### src/rtl/trigger_frame_merger.sv
`timescale 1ns/1ps
`default_nettype none
// ============================================================================
//  Module   : trigger_frame_merger
//  Purpose  : Merges framed 64-bit readout streams from N_CH trigger channels
//             onto a single output stream. Channels are granted round-robin at
//             frame granularity: a granted channel owns the output until its
//             footer passes. Words that do not open with a header are dropped,
//             and frames that reach MAX_FRAME_WORDS without a footer are closed
//             with an injected error footer.
//  Ports    : RD_CLK, RD_RESET    - clock, synchronous active-high reset
//             S_DIN/S_VALID       - per-channel input words (channel k at
//                                   [64k+63:64k]) and valids
//             S_READY             - per-channel accept
//             DOUT/oVALID/iREADY  - merged output stream
//             CUR_CH              - channel currently or last granted
//             FRAME_CNT           - frames closed by a normal footer
//             DROP_CNT            - words discarded
//             TIMEOUT_CNT         - error footers injected
//  Revision : 1.0 - initial release
// ============================================================================
module trigger_frame_merger #(
    parameter int         N_CH            = 4,
    parameter int         DATA_WIDTH      = 64,
    parameter int         MAX_FRAME_WORDS = 128,
    parameter logic [7:0] HEADER_ID       = 8'hAA,
    parameter logic [7:0] FOOTER_ID       = 8'h55,
    parameter int         CNT_WIDTH       = 16
) (
    input  logic                         RD_CLK,
    input  logic                         RD_RESET,
    input  logic [N_CH*DATA_WIDTH-1:0]   S_DIN,
    input  logic [N_CH-1:0]              S_VALID,
    output logic [N_CH-1:0]              S_READY,
    output logic [DATA_WIDTH-1:0]        DOUT,
    output logic                         oVALID,
    input  logic                         iREADY,
    output logic [3:0]                   CUR_CH,
    output logic [CNT_WIDTH-1:0]         FRAME_CNT,
    output logic [CNT_WIDTH-1:0]         DROP_CNT,
    output logic [CNT_WIDTH-1:0]         TIMEOUT_CNT
);

    localparam logic [1:0] c_ST_IDLE = 2'd0;
    localparam logic [1:0] c_ST_LOCK = 2'd1;
    localparam logic [1:0] c_ST_TERM = 2'd2;

    localparam int c_WCNT_W = $clog2(MAX_FRAME_WORDS + 1);
    localparam logic [c_WCNT_W-1:0] c_WCNT_MAX = c_WCNT_W'(MAX_FRAME_WORDS);
    localparam logic [c_WCNT_W-1:0] c_WCNT_ONE = c_WCNT_W'(1);
    localparam logic [CNT_WIDTH-1:0] c_CNT_ONE = CNT_WIDTH'(1);
    localparam logic [DATA_WIDTH-1:0] c_ERR_FOOTER =
        {FOOTER_ID, 8'hEE, {(DATA_WIDTH-16){1'b0}}};

    logic [1:0]             r_state;
    logic [3:0]             r_sel;
    logic [3:0]             r_rr_ptr;
    logic                   r_first;
    logic [c_WCNT_W-1:0]    r_wcnt;
    logic [DATA_WIDTH-1:0]  r_dout;
    logic                   r_ovalid;
    logic [CNT_WIDTH-1:0]   r_frame_cnt;
    logic [CNT_WIDTH-1:0]   r_drop_cnt;
    logic [CNT_WIDTH-1:0]   r_timeout_cnt;

    logic [15:0]            w_valid_pad;
    logic                   w_any;
    logic                   w_found;
    logic [3:0]             w_pick;
    logic [3:0]             w_pick_next;
    logic [4:0]             w_idx;
    logic [DATA_WIDTH-1:0]  w_sel_din;
    logic                   w_sel_valid;
    logic                   w_out_free;
    logic                   w_xfer;
    logic                   w_is_hdr;
    logic                   w_is_ftr;
    logic [c_WCNT_W-1:0]    w_wcnt_inc;
    logic [N_CH-1:0]        w_s_ready;

    // Counters stick at all-ones instead of wrapping.
    function automatic logic [CNT_WIDTH-1:0] sat_inc(input logic [CNT_WIDTH-1:0] v);
        return (&v) ? v : v + c_CNT_ONE;
    endfunction

    // Padding to 16 bits lets the 4-bit channel index address any N_CH.
    assign w_valid_pad = 16'(S_VALID);
    assign w_any       = |S_VALID;

    // First valid channel at or after the round-robin pointer.
    always_comb begin
        w_found = 1'b0;
        w_pick  = '0;
        w_idx   = '0;
        for (int i = 0; i < N_CH; i++) begin
            w_idx = {1'b0, r_rr_ptr} + 5'(i);
            if (w_idx >= 5'(N_CH)) begin
                w_idx = w_idx - 5'(N_CH);
            end
            if (!w_found && w_valid_pad[w_idx[3:0]]) begin
                w_found = 1'b1;
                w_pick  = w_idx[3:0];
            end
        end
    end

    assign w_pick_next = (w_pick == 4'(N_CH - 1)) ? 4'd0 : w_pick + 4'd1;

    // Data of the granted channel.
    always_comb begin
        w_sel_din = '0;
        for (int k = 0; k < N_CH; k++) begin
            if (r_sel == 4'(k)) begin
                w_sel_din = S_DIN[k*DATA_WIDTH +: DATA_WIDTH];
            end
        end
    end

    assign w_sel_valid = w_valid_pad[r_sel];
    assign w_out_free  = !r_ovalid || iREADY;
    assign w_xfer      = (r_state == c_ST_LOCK) && w_sel_valid && w_out_free;
    assign w_is_hdr    = (w_sel_din[DATA_WIDTH-1 -: 8] == HEADER_ID);
    assign w_is_ftr    = (w_sel_din[DATA_WIDTH-1 -: 8] == FOOTER_ID);
    assign w_wcnt_inc  = r_wcnt + c_WCNT_ONE;

    // Ready depends only on state, the output register and iREADY, never on
    // S_VALID, so upstream handshakes cannot form a combinational loop.
    always_comb begin
        w_s_ready = '0;
        for (int k = 0; k < N_CH; k++) begin
            w_s_ready[k] = (r_state == c_ST_LOCK) && w_out_free && (r_sel == 4'(k));
        end
    end

    always_ff @(posedge RD_CLK) begin
        if (RD_RESET) begin
            r_state       <= c_ST_IDLE;
            r_sel         <= '0;
            r_rr_ptr      <= '0;
            r_first       <= 1'b0;
            r_wcnt        <= '0;
            r_dout        <= '0;
            r_ovalid      <= 1'b0;
            r_frame_cnt   <= '0;
            r_drop_cnt    <= '0;
            r_timeout_cnt <= '0;
        end else begin
            // Consumed word leaves the register unless a new one replaces it below.
            if (r_ovalid && iREADY) begin
                r_ovalid <= 1'b0;
            end

            case (r_state)
                c_ST_IDLE: begin
                    if (w_any) begin
                        r_sel    <= w_pick;
                        r_rr_ptr <= w_pick_next;
                        r_first  <= 1'b1;
                        r_wcnt   <= '0;
                        r_state  <= c_ST_LOCK;
                    end
                end

                c_ST_LOCK: begin
                    if (w_xfer) begin
                        if (r_first) begin
                            if (!w_is_hdr) begin
                                r_drop_cnt <= sat_inc(r_drop_cnt);
                                r_state    <= c_ST_IDLE;
                            end else begin
                                r_dout   <= w_sel_din;
                                r_ovalid <= 1'b1;
                                r_first  <= 1'b0;
                                r_wcnt   <= c_WCNT_ONE;
                            end
                        end else begin
                            r_dout   <= w_sel_din;
                            r_ovalid <= 1'b1;
                            r_wcnt   <= w_wcnt_inc;
                            // Footer takes priority over the length limit.
                            if (w_is_ftr) begin
                                r_frame_cnt <= sat_inc(r_frame_cnt);
                                r_state     <= c_ST_IDLE;
                            end else if (w_wcnt_inc == c_WCNT_MAX) begin
                                r_state <= c_ST_TERM;
                            end
                        end
                    end
                end

                c_ST_TERM: begin
                    if (w_out_free) begin
                        r_dout        <= c_ERR_FOOTER;
                        r_ovalid      <= 1'b1;
                        r_timeout_cnt <= sat_inc(r_timeout_cnt);
                        r_state       <= c_ST_IDLE;
                    end
                end

                default: begin
                    r_state <= c_ST_IDLE;
                end
            endcase
        end
    end

    assign S_READY     = w_s_ready;
    assign DOUT        = r_dout;
    assign oVALID      = r_ovalid;
    assign CUR_CH      = r_sel;
    assign FRAME_CNT   = r_frame_cnt;
    assign DROP_CNT    = r_drop_cnt;
    assign TIMEOUT_CNT = r_timeout_cnt;

endmodule
`default_nettype wire

### config.mk
export PLATFORM = sky130hd
export DESIGN_NAME = trigger_frame_merger
export DESIGN_NICKNAME = d
export VERILOG_FILES = /design/src/rtl/trigger_frame_merger.sv
export SDC_FILE = /design/constraint.sdc
export NUM_CORES = 1
export LEC_CHECK = 0
export BUFFER_PORTS_ARGS = -buffer_cell sky130_fd_sc_hd__buf_2
export CAP_MARGIN = 15
export CORE_MARGIN = 2
export CORE_UTILIZATION = 35
export DETAILED_ROUTE_END_ITERATION = 7
export MAX_ROUTING_LAYER = met4
export PLACE_DENSITY = 0.66
export REMOVE_ABC_BUFFERS = 1
export SLEW_MARGIN = 20
export SYNTH_ARGS = -nofsm -noshare
export SYNTH_HDL_FRONTEND = slang
export SYNTH_SLANG_ARGS = --single-unit
### constraint.sdc
create_clock -name RD_CLK -period 3.45 [get_ports RD_CLK]
set_input_delay 0.69 -clock RD_CLK [delete_from_list [all_inputs] [get_ports RD_CLK]]
set_output_delay 0.69 -clock RD_CLK [all_outputs]
set_load 0.005 [all_outputs]
; ---- Word-level counts from Yosys, hierarchy flattened
; Cells that the tools add are included.
[totals]
word_cells = 138
regBits = 132
output_inout_bits = 121
in_bits = 263
[op_classes]
mux = 55
n_reduce_logical = 32
eq_ne = 15
addsub = 12
n_lt_le_gt_ge = 9
n_bitwise = 5
[op_table]
columns = cell, count
row1 = 64-bit 2-to-1 mux, 8
row2 = 64-bit one-hot mux with 2 select lines, 1
row3 = "16-bit by 1-bit adder with 16-bit output, second input constant", 3
row4 = 16-bit AND reduction, 3
row5 = 4-bit 2-to-1 mux, 9
row6 = 8-bit 2-to-1 mux, 4
row7 = "4-bit by 5-bit < comparator with 1-bit output, second input constant", 5
row8 = 1-bit binary-select mux with 4-bit select, 5
row9 = 1-bit 2-to-1 mux, 17
row10 = "8-bit == test, second input constant", 2
row11 = 8-bit one-hot mux with 2 select lines, 1
row12 = "4-bit by 3-bit subtractor with 4-bit output, second input constant", 4
row13 = "5-bit by 3-bit >= comparator with 1-bit output, second input constant", 3
row14 = 5-bit AND reduction, 3
row15 = 2-bit 2-to-1 mux, 7
row16 = "4-bit by 2-bit == test with 1-bit output, second input constant", 3
row17 = 1-bit logical AND, 11
row18 = "4-bit by 2-bit adder with 5-bit output, second input constant", 2
row19 = "8-bit by 1-bit adder with 8-bit output, second input constant", 1
row20 = "8-bit by 7-bit == test with 1-bit output, second input constant", 1
row21 = 4-bit AND reduction, 2
row22 = "2-bit inequality test, second input constant", 3
row23 = "3-bit inequality test, second input constant", 2
row24 = 2-bit one-hot mux with 3 select lines, 1
row25 = other kinds (17), 27

; ---- Depth between registers and ports, before layout
[logic_depth]
depth_word = 16
depth_mapped = 15

; ---- Worst setup path before layout
; Ideal clock, no wire load.
[synth_timing]
path_kind = reg-to-reg
startpoint = register r_rr_ptr[0]
endpoint = register r_rr_ptr[0]
arrival_ns = 2.908
required_time_ns = 3.318
slack_ns = 0.409
n_path_buf = 1
path_stages_with_launch = 15
cell_sequence = dfxtp_1 -> clkbuf_1 -> inv_1 -> ha_1 -> xnor2_1 -> ha_1 -> o21ai_0 -> a31oi_1 -> or3_1 -> o21ai_0 -> a31o_2 -> ha_1 -> nor2b_1 -> o21ai_0 -> a21oi_1
[synth_between]
elab_chain_len = 16
[synth_lines]
columns = item, line
row1 = start: declaration, 57  ; logic [3:0] r_rr_ptr;
row2 = start signal: assignment, 157  ; r_rr_ptr <= w_pick_next;
row3 = "parallel branches: the longest is 13 deep, another holds 4-bit by 1-bit adder with 5-bit output", n/a
row4 = 4-bit 2-to-1 mux *, 100  ; if (!w_found && w_valid_pad[w_idx[3:0]]) begin
row5 = named net w_pick[0], 69  ; logic [3:0] w_pick;
row6 = 4-bit by 1-bit adder with 4-bit output / 4-bit by 2-bit == test with 1-bit output (equally long branches), 107  ; assign w_pick_next = (w_pick == 4'(N_CH - 1)) ? 4'd0 : w_pick + 4'd1;
row7 = 4-bit 2-to-1 mux *, 107
; Mark *: on every way through the listed nets, which the timed path passes. The select of a mux whose other input is x is not followed.
; A chain may end at the register's enable or synchronous reset.

; ---- Worst setup path in the final report
[layout_timing]
startpoint = register r_rr_ptr[0]
endpoint = register r_rr_ptr[0]
[layout_between]
elab_chain_len = 16
[layout_lines]
columns = item, line
row1 = "parallel branches: the longest is 13 deep, another holds 4-bit by 1-bit adder with 5-bit output", n/a
row2 = 4-bit 2-to-1 mux *, 100
row3 = named net w_pick[1], 69
row4 = 4-bit by 2-bit == test with 1-bit output *, 107
row5 = 4-bit 2-to-1 mux *, 107
; Marks and branches as above.

==> impl_metrics.toml <==
[status]
status = "finished, violations left"
violations = "DRC"

[floorplan]
coreArea_um2 = 23330
io_pins = 384
die_area_um2 = 24890
die_x_um = 157.8
initial_core_util_pct = 35.46
rows = 56
fp.dieH_um = 157.8

[setup_path]
start_kind = "flip-flop"
path_max_fanout = 10
endpoint_kind = "flip-flop"
cp_cell_sequence = "inv_1 > ha_1 > mux4_2 > o21ai_0 > o31ai_1 > o221ai_1 > o21ai_0 > ha_1 > a2111o_1 > a21oi_1"
crit_required_ps = 3790
critPathKind = "flip-flop to flip-flop"
worstReg2RegEnd = "r_rr_ptr[0]"
worst-path-buf-inv = 1
critPathArrivalTime_ps = 3510
r2r_setup_slack_ps = 280
cp_slowest_cell = "mux4_2"
reg2reg_from = "r_rr_ptr[0]"
cp_slowest_stage_delay_ps = 550
r2r_cells = 10
critPathTopFamily = "compound AO/OA/AOI/OAI gates"

[logic_synthesis]
synth_cells = 908
synth_seq_area_share_pct = 31.94
synth_seq_cells = 132
syn_avg_cell_area_um2 = 9.113
syn_area_um2 = 8274
ys_warn_count = 0
ys.flop_type = "dfxtp_1"
async_flop_share_pct = 0
yosysUniqueCellTypes = 75
synth_enable_flop_cells = 0

[layout]
utilization_pct = 47.54
drive_gt1_share_pct = 41.63
synthToLayoutAreaGrowth_pct = 34.05
nets = 1543

[sta]
final_max_slew_viol_count = 0
grt_setup_unrepaired = "false"
layout_worst_path_cycle_share_pct = 91.87
hold_viol = 0
fin_skew_ps = 16.90
fin_setup_tns_ps = 0
tightest_slew_ps = 682.7
setup_viol = 0
fmax_mhz = 315.5
finalCriticalPeriod_ps = 3170
slew_headroom_pct = 54.49

[global_route]
grt_max_degree = 52
grt_pass1_vias = 8429
grtUsageMet3_pct = 6.351
antenna_found_initial = 13
busiest_layer = "met2"
grt_pass1_wl_mm = 46.90
gr-total-overflow = 0
grt_use_met2_pct = 40.41
grt_use_total_pct = 25.43
grt_use_met1_pct = 30.85

[power]
switching_share_pct = 39.99
vdd_ir_drop_max_uv = 362.1
p_leak_nw = 4.872
pwr_density_cell_nw_per_um2 = 631.8
power_frac_clock_pct = 25.6
internal_power_mw = 4.205
combPwrFrac_pct = 45.7
power_switching_mw = 2.802
seqPwrFrac_pct = 28.7

[clock_network]
clk_latency_ps = 420
ctsResizeCount = 0
cts_tree = "done"
cts_buffers = 17
clock-sinks = 132
cts_root_buf = "clkbuf_16"
cts_hold_buf = 0
cts_buffer_depth = 2
clk_pin_slew_ps = 70
cts_max_level = 4
postCtsSetupRepairBufs = 0

[route]
vias = 8807
drt_pass1_iterations = 8
ant_nets = 0
wl_per_cell_um = 19.54
drt_iter0_drc = 590
drt-vias-per-instance = 5.487
totalWireLength_mm = 31.37
drc = 1

[min_path]
min_to = "DOUT[42]"
min_path_cells = 1
hp-class = "flip-flop to flip-flop"
hold_start = "DOUT[42]"

[run]
cap_violations = 0

[placement]
hpwlAfterDp_mm = 24.12
gp_congestion = 0.8987
numPortBuffers = 383
[metrics by stage]
step / hold slack (ps) / worst slack, ps / total power, mW / instance area, um^2 / cells
final: 469.4 / 280.4 / 7.007 / 11090 / 1605
after global routing: 486.3 / 13.62 / 7.420 / 11090 / 1604
after CTS: 472.8 / 225.8 / 7.051 / 11060 / 1592
after detailed placement: 457.4 / 256.8 / 5.228 / 10480 / 1560
after global placement: 452.1 / 385.8 / 5.188 / 10480 / 1560
after floorplan: 452.1 / -3275 / 4.177 / 7926 / 832
[worst max path at each step]
stage,from,end,slack (ps),cells past startpoint
final,r_rr_ptr[0],r_rr_ptr[0],280,10
after global routing,r_rr_ptr[0],r_rr_ptr[0],10,14
after CTS,r_rr_ptr[1],r_rr_ptr[0],230,14
after detailed placement,r_rr_ptr[1],r_rr_ptr[0],260,14
after global placement,r_rr_ptr[2],r_rr_ptr[0],390,13
after floorplan,CUR_CH[0],DOUT[56],-3280,5
[metal layers]
| layer | part of all wire, % | vias to the layer above |
|---|---|---|
| met5 | 0 | - |
| met4 | 3.4 | 0 |
| met3 | 7.0 | 55 |
| met2 | 48 | 383 |
| met1 | 41 | 4200 |
| li1 | - | 4169 |
[synth_stat cells (all sizes together), types with 3 or more instances]
cell / count / area, um^2
dfxtp: 132 / 2643
nand2: 101 / 381.6
nor3: 65 / 325.3
nor2: 56 / 217.7
a31o: 55 / 481.7
mux4: 54 / 1216
clkbuf: 49 / 183.9
a21oi: 39 / 202.7
o21ai: 34 / 173.9
inv: 28 / 105.1
buf: 27 / 163.9
nand3: 22 / 110.1
mux2i: 21 / 210.2
ha: 20 / 250.2
and3: 19 / 118.9
xnor2: 19 / 166.4
nand4: 18 / 112.6
or4: 13 / 101.4
xor2: 11 / 96.34
nor4: 10 / 77.57
or3: 10 / 62.56
a311oi: 8 / 76.32
nor2b: 8 / 50.05
a211oi: 7 / 52.55
o22ai: 7 / 43.79
o311ai: 6 / 52.55
a31oi: 5 / 31.28
mux2: 5 / 56.30
o211ai: 5 / 37.54
a22o: 4 / 35.03
a22oi: 4 / 30.03
and2: 4 / 27.53
nand2b: 4 / 25.02
a32oi: 3 / 26.28
and4: 3 / 28.78
and4b: 3 / 30.03
nor3b: 3 / 22.52
[state kept, by name, indices dropped and copies added, names as in the netlist]
| name | count |
|---|---|
| CUR_CH | 4 |
| oVALID | 1 |
| TIMEOUT_CNT | 16 |
| r_first | 1 |
| FRAME_CNT | 16 |
| DROP_CNT | 16 |
| DOUT | 64 |
| r_rr_ptr | 4 |
| r_state | 2 |
| r_wcnt | 8 |
[final cells by class]
type	instances	area, um^2
diodes	13	32.53
clock buffers	17	425.4
clock inverters	15	148.9
fillers	2322	12240
inverters	28	105.1
multi-input cells	672	5204
flip-flops and latches	132	2653
well taps	319	399.1
repair buffers	409	2125
[power by group through the flow]
stage	Combinational [mW]	Clock, mW	Sequential, mW
after floorplan	1.97	0	2.21
after detailed placement	3.19	0	2.04
after CTS	3.21	1.83	2.01
after global routing	3.47	1.90	2.05
final	3.20	1.79	2.01
after global placement	3.15	0	2.03
[kinds of logic after synthesis]
| group | count (synthesis) | synth area share [%] |
|---|---|---|
| AOI/OAI and AO/OA | 195 | 17.07 |
| xor gates and xnor gates | 30 | 3.176 |
| adders and majority gates | 20 | 3.024 |
| buffers and inverters | 104 | 5.474 |
| DFF | 132 | 31.94 |
| muxes | 80 | 17.92 |
| and+or+nand+nor | 347 | 21.40 |
[placed cells by master (no fill, tap or decap), types with 8 or more instances in the layout]
master / n
clkbuf_16: 17
a31o_1: 45
or3_1: 10
or4_1: 12
a31o_2: 10
xor2_1: 11
inv_1: 27
diode_2: 13
mux2i_1: 21
o21ai_0: 28
nor2b_1: 8
and3_1: 19
a21oi_1: 37
buf_2: 383
ha_1: 20
nand4_1: 18
nor3_1: 65
xnor2_1: 19
nand2_1: 100
buf_4: 25
dfxtp_1: 128
nand3_1: 22
nor2_1: 55
mux4_2: 54
nor4_1: 8
Power figures use the tool's default switching activity.
